`src/rtl/vect_serializer_pkg.sv`:
```
// Shared vector-datapath sizing: element count and the index/length width
// that the serializer, collector and vector register stages must agree on.
`ifndef N_MAX
`define N_MAX 4
`endif

package vect_serializer_pkg;

    localparam int N_MAX = `N_MAX;
    localparam int IDXW  = $clog2(N_MAX + 1);

endpackage

```
`src/rtl/vect_serializer.sv`:
```
// Streams one packed vector out element 0 first, one element per handshake,
// with a runtime length so short vectors finish without padding cycles.
module vect_serializer
    import vect_serializer_pkg::*;
#(
    parameter int WIDTH = 43
) (
    input  logic                   clk,
    input  logic                   rst,
    input  logic                   in_valid,
    output logic                   in_ready,
    input  logic [N_MAX*WIDTH-1:0] vect_in,
    input  logic [IDXW-1:0]        n_len,
    output logic                   out_valid,
    input  logic                   out_ready,
    output logic [WIDTH-1:0]       el_out,
    output logic [IDXW-1:0]        el_idx,
    output logic                   el_last,
    output logic                   busy
);

    typedef enum logic {
        IDLE   = 1'b0,
        STREAM = 1'b1
    } state_t;

    state_t                 state_q, state_d;
    logic [N_MAX*WIDTH-1:0] buf_q, buf_d;
    logic [IDXW-1:0]        rem_q, rem_d;
    logic [IDXW-1:0]        idx_q, idx_d;
    logic                   rdy_q;

    logic                   accept;
    logic                   xfer;
    logic [IDXW-1:0]        len_eff;

    // rdy_q keeps in_ready low until the first clock after reset release.
    assign in_ready  = rdy_q && (state_q == IDLE);
    assign out_valid = (state_q == STREAM);
    assign busy      = (state_q == STREAM);
    assign el_out    = buf_q[WIDTH-1:0];
    assign el_idx    = idx_q;
    assign el_last   = out_valid && (rem_q == IDXW'(1));

    assign accept  = in_valid && in_ready;
    assign xfer    = out_valid && out_ready;
    assign len_eff = (n_len > IDXW'(N_MAX)) ? IDXW'(N_MAX) : n_len;

    always_comb begin
        state_d = state_q;
        buf_d   = buf_q;
        rem_d   = rem_q;
        idx_d   = idx_q;
        case (state_q)
            IDLE: begin
                if (accept) begin
                    buf_d = vect_in;
                    rem_d = len_eff;
                    idx_d = '0;
                    // A zero-length vector is swallowed without leaving IDLE.
                    if (len_eff != '0) state_d = STREAM;
                end
            end
            STREAM: begin
                if (xfer) begin
                    buf_d = buf_q >> WIDTH;
                    idx_d = idx_q + IDXW'(1);
                    rem_d = rem_q - IDXW'(1);
                    if (rem_q == IDXW'(1)) state_d = IDLE;
                end
            end
            default: state_d = IDLE;
        endcase
    end

    always_ff @(posedge clk or negedge rst) begin
        if (!rst) begin
            state_q <= IDLE;
            buf_q   <= '0;
            rem_q   <= '0;
            idx_q   <= '0;
            rdy_q   <= 1'b0;
        end else begin
            state_q <= state_d;
            buf_q   <= buf_d;
            rem_q   <= rem_d;
            idx_q   <= idx_d;
            rdy_q   <= 1'b1;
        end
    end

endmodule

```
`config.mk`:
```
export PLATFORM = sky130hd
export DESIGN_NAME = vect_serializer
export DESIGN_NICKNAME = d
export VERILOG_FILES = /design/src/rtl/vect_serializer_pkg.sv /design/src/rtl/vect_serializer.sv
export SDC_FILE = /design/constraint.sdc
export NUM_CORES = 1
export LEC_CHECK = 0
export CORE_UTILIZATION = 30
export DETAILED_ROUTE_END_ITERATION = 10
export DONT_BUFFER_PORTS = 1
export GPL_TIMING_DRIVEN = 1
export HOLD_SLACK_MARGIN = 0.15
export PLACE_DENSITY = 0.46
export REMOVE_ABC_BUFFERS = 1
export SLEW_MARGIN = 20
export SYNTH_ARGS = -nofsm -noshare
export SYNTH_HDL_FRONTEND = slang
export SYNTH_SLANG_ARGS = --single-unit
export TNS_END_PERCENT = 100
```
`constraint.sdc`:
```
create_clock -name clk -period 1.35 [get_ports clk]
set_input_delay 0.3375 -clock clk [delete_from_list [all_inputs] [get_ports clk]]
set_output_delay 0.3375 -clock clk [all_outputs]
set_load 0.05 [all_outputs]
```
==> results_dict.tcl <==
set metrics [dict create \
    cp.arrival_ns 1.39 \
    die_h_um 171 \
    met2_length_um 13400 \
    p_total_mw 28.3 \
    place.gp.congestion 0.738 \
    muxShareOfSynthArea 0.151 \
    fin_skew_ns 0.0109 \
    nets 1221 \
    fmax_ghz 0.580 \
    drive_gt1_frac 0.247 \
    synth.area.top_cells "dfrtp_1, mux2i_1, nand3_1, o21ai_1, buf_4" \
    critPathCaptureType "output port" \
    grt.total_usage 0.182 \
    rsz0062_at_grt "true" \
    cellLeakagePower_nw 6.18 \
    cts.sinks 180 \
    core_area_sq_um 27900 \
    clkPwrFrac 0.182 \
    yosysTopAreaCellShare 0.525 \
    tightest_slew_ns 0.753 \
    synth-seq-area-share 0.525 \
    die-area_sq_um 29300 \
    maxSlewViolCount 0 \
    cts_root_buf "clkbuf_16" \
    synth_seq_cells 180 \
    synth_compound_area_frac 0.0826 \
    via_per_inst 4.93 \
    intPower_mw 16.8 \
    p_seq_frac 0.387 \
    met1_length_um 13000 \
    synth_cell_types 29 \
    cts_tree "yes" \
    setup_viol 207 \
    drt_iter0_drc 424 \
    syn_area_per_cell_sq_um 10.1 \
    combPwrFrac 0.431 \
    drcViolationCount 0 \
    maxCapViolations 0 \
    netSwitchingFraction 0.408 \
    top_layer_used "met4" \
    fin_ws_ns -0.375 \
    violations "hold timing, setup timing" \
    io_buffer_count 0 \
    wl_met3_um 1700 \
    initial_core_util 0.307 \
    peakVddDrop_mv 1.07 \
    yosys.area_share.simple 0.152 \
    switchingPower_mw 11.5 \
    path_class "flop to output port" \
    maxSlewHeadroom 0.498 \
    hold_ws_ns -0.403 \
    clk_latency_ns 0.42 \
    synth_top_family_by_area "simple AND/OR/NAND/NOR gates" \
    synthCells 853 \
    post-dp-hpwl_um 15000 \
    cp.required_ns 1.01 \
    period_needed_ns 1.72 \
    antenna_found_initial 3 \
    start_kind "flop" \
    run_status "finished with violations" \
    synth_top_cell_by_area "dfrtp_1" \
    grt_pass1_vias 7134 \
    grt_pass1_wl_um 41100 \
    synth_xor_area_frac 0.00102 \
    fin_util 0.475 \
    die_x_um 171 \
    yosys_warnings 0 \
    ant_nets 0 \
    clockBufferDepth 2 \
    firstDrtPassIters 4 \
    synth_fa_ha_area_frac 0.00438 \
    post_drt_wl_per_cell_um 19.7 \
    h-tree-depth 4 \
    num_rows 61 \
    power_density_nw_per_um2 2130 \
    hp-class "primary input to asynchronous set/reset pin" \
    synthesis.area_sq_um 8580 \
    cts_buffers 17 \
    worst-path-max-fanout 5 \
    rr_worst_depth 7 \
    fin_setup_tns_ns -51.13 \
    grt_start_max_net_pins 181 \
    num_vias 7062 \
    wl_um 28300 \
    hold_viol 180 \
    boundaryPins 229 \
    syn2layout_area_growth_pct 54.8 \
    pre_cts_ws_ns -0.130 \
    period_share 1.28 \
    grt.overflow.total 0 \
    clk_pin_slew_ns 0.08 \
]
power groups by stage:
stage / clock (mW) / sequential, mW / combinational (mW)
floorplan: 0 / 9.50 / 2.56
global placement: 0 / 10.7 / 8.82
detailed placement: 0 / 10.8 / 8.96
CTS: 5.36 / 10.8 / 11.0
global route: 5.57 / 11.2 / 13.2
finish: 5.16 / 11.0 / 12.2
synth_stat cells:
master,number
dfrtp_1,180
nor3b_1,1
nand3b_1,2
clkbuf_1,13
a21oi_2,1
conb_1,1
ha_1,3
a211o_1,1
xor2_1,1
nor2b_1,1
o22ai_1,1
nor2_1,1
a21oi_1,1
nand2b_1,1
o21ai_0,43
and3_1,1
buf_1,1
buf_2,50
a211oi_1,1
o21ai_1,90
nand2_1,90
mux2i_1,129
buf_4,54
or3b_2,1
nor3_1,1
a31oi_1,1
inv_1,4
and3b_1,2
nand3_1,177
cell usage in the layout, fill, tap and decap left out, types with 2 or more instances in the layout:
| cell | instances |
|---|---|
| buf_12 | 29 |
| buf_16 | 15 |
| buf_4 | 24 |
| buf_6 | 15 |
| buf_8 | 5 |
| bufbuf_16 | 7 |
| bufinv_16 | 2 |
| clkbuf_1 | 2 |
| clkbuf_16 | 33 |
| clkinv_4 | 3 |
| clkinvlp_4 | 3 |
| dfrtp_1 | 161 |
| dfrtp_2 | 18 |
| diode_2 | 3 |
| dlygate4sd3_1 | 174 |
| ha_1 | 2 |
| inv_1 | 3 |
| inv_6 | 4 |
| mux2i_1 | 129 |
| nand2_1 | 86 |
| nand2_2 | 3 |
| nand3_1 | 95 |
| nand3_2 | 78 |
| nand3_4 | 4 |
| nand3b_1 | 2 |
| o21ai_0 | 18 |
| o21ai_1 | 108 |
| o21ai_2 | 7 |
sequential cells by signal, summed over array words and instances, names as in the netlist:
signal	count
el_idx	3
buf_q	172
busy	1
rdy_q	1
rem_q	3
what timing repair did:
item                                   4_1_cts  5_1_grt
cloned                                      17       18
hold buffers                               172        2
setup endpoints to repair                  222      214
gates resized for setup                     64      142
buffers inserted                            10        9
pin swaps                                    3       64
endpoints found under the hold margin      352      182
cells by family after synthesis:
| logic type | after synthesis |
|---|---|
| AO/OA/AOI/OAI | 139 |
| XOR/XNOR | 1 |
| adder cells (fa/ha/maj) | 3 |
| buffers and inverters | 122 |
| flip-flops | 180 |
| multiplexers | 129 |
| other | 1 |
| AND/OR/NAND/NOR | 278 |
per-layer routing:
metal / global-route usage / vias up
li1: - / 3336
met1: 0.250 / 3519
met2: 0.288 / 196
met3: 0.0486 / 11
met4: 0.0361 / 0
met5: 0 / -
cell type report:
type                       count  area [sq um]
timing repair buffer         285          3790
inverter                       4          15.0
tap                          378           473
multi-input combinational    551          3870
antenna                        3          7.51
clock buffer                  20           447
fill                        2611         14700
sequential                   180          4530
clock inverter                12           144
per-stage QoR:
stage	area [sq um]	std cells	hold slack [ns]
after detailed placement	9140	1173	0.0454
after global routing	13300	1432	-0.439
after CTS	12200	1404	-0.423
after global placement	9140	1173	0.0456
after floorplan	7870	735	0.0419
final	13300	1433	-0.403
final timing paths:
kind / startpoint / end / slack, ns
worst max-delay path: busy$_DFF_PN0_ / el_last / -0.37
worst min-delay path: rst / buf_q[9]$_DFFE_PN0P_ / -0.40
worst max register to register: busy$_DFF_PN0_ / buf_q[40]$_DFFE_PN0P_ / -0.36
worst min register to register: buf_q[137]$_DFFE_PN0P_ / buf_q[137]$_DFFE_PN0P_ / 0.50
max in group asynchronous: rst / buf_q[8]$_DFFE_PN0P_ / 1.07
min in group clk: vect_in[126] / buf_q[126]$_DFFE_PN0P_ / 0.16
worst max-delay path, cell delays in order (launching register included):
cell and delay, ns:
dfrtp_4 0.53, buf_12 0.14, and3_4 0.15, buf_12 0.14
Power figures use the tool's default switching activity.
==> patch: new RTL, same settings <==
Set the parameter `WIDTH` to 86 (it was 43).
--- a/src/rtl/vect_serializer.sv
+++ b/src/rtl/vect_serializer.sv
@@ -5,3 +5,3 @@
 #(
-    parameter int WIDTH = 43
+    parameter int WIDTH = 86
 ) (
Interface: changed (resized el_out and vect_in); port bits go from 229 to 444. The function was not compared with the original's and may differ.
==> patch against the original RTL <==
- the run still ends with hold timing, setup timing left
- wire length grew 93%
- global-route usage grew 0.48 points
- total power grew 96%
- area after synthesis grew 94%
- utilization shrank 2.5 points
- synthesized cell count grew 94%
- sequential cell count grew 172
- cell area grew 84%
- die area grew 93%
- setup slack lost 0.19 ns
- sequential power grew 92%
- largest cell class unchanged
- largest power group unchanged
==> patch: results (changes against the original RTL) <==
Synth Area in Compound Gates: 8.168% (-0.088 points)
Worst clock skew: 0.01308 ns (+0.002192 ns)
Global routing usage on met1: 24.44% (-0.60 points)
Initial antenna violation count: 5 (+2)
Count of TritonRoute iterations in the first routing pass: 5 (+1)
Final Setup Violations: 444 (+110%)
Proportion of synthesized area in mux cells: 15.52% (+0.47 points)
Accumulated negative setup slack: -141.06 ns (-89.93 ns)
XOR/XNOR share of the synthesized area: 0.05265% (-0.049 points)
R2r worst-path depth: 8 (+1)
Max rail drop VDD: 0.001116 V (+4.3%)
Least-Margin Pin Slew: 0.8720 ns (+0.1188 ns)
Worst slack on hold paths: -0.5177 ns (-0.1143 ns)
Fin nets: 2341 (+92%)
Area of placed instances: 0.01774 mm2 (+94%)
Smallest setup slack after layout: -0.5645 ns (-0.1900 ns)
Violated checks: hold timing, setup timing
Fill cell instance count of the final layout: 5084 (+95%)
Seq/Total Area, Yosys: 52.95% (+0.44 points)
Seq power: 0.0211 W (+92%)
Global-route wire length before repair: 83440 um (+100%)
Overall fraction of global-route tracks in use: 18.72% (+0.48 points)
Worst setup slack after placement: -0.2096 ns (-0.07948 ns)
Final hold vios: 352 (+96%)
Routed length on met2: 26650 um (+99%)
DP HPWL: 32000 um (+110%)
Detailed-route wire length: 54660 um (+93%)
LEAKAGE: 11.44 nW (+85%)
Top layer reached by signal wires: met5
Detailed-routed wire length on met3: 3104 um (+83%)
Maximum root-to-sink buffer count: 3 (+1)
Vias in the first global route: 14460 (+100%)
Outcome: finished, violations left
Placer congestion estimate: 0.7805 (+5.8%)
## patch: cell types whose count changed after synthesis, sizes merged, moves of 40 or more
cell | before | now
nand3 | 177 | 349
clkbuf | 13 | 53
nand2 | 90 | 176
dfrtp | 180 | 352
o21ai | 133 | 261
buf | 105 | 179
mux2i | 129 | 258
## patch: cell families after synthesis
group                      count (synthesis)
AOI/OAI and AO/OA                        267
and+or+nand+nor                          536
DFF                                      352
adders and majority gates                  3
xor gates and xnor gates                   1
other                                      1
buffers and inverters                    236
muxes                                    258
## patch: layout make-up
class                      count  share of cell area, %
antenna                        4                0.04093
timing repair buffer         519                  25.08
tap                          739                  3.781
sequential                   352                  36.42
clock inverter                 9                 0.4298
clock buffer                  65                  5.321
multi-input combinational   1066                  28.86
inverter                       4                0.06140
## patch: repair_timing
item	in CTS	in global routing
setup buffers	21	2
pin swaps	18	28
gates cloned	20	6
gates resized for setup	317	193
endpoints found under the hold margin	702	352
endpoints found under the setup margin	443	444
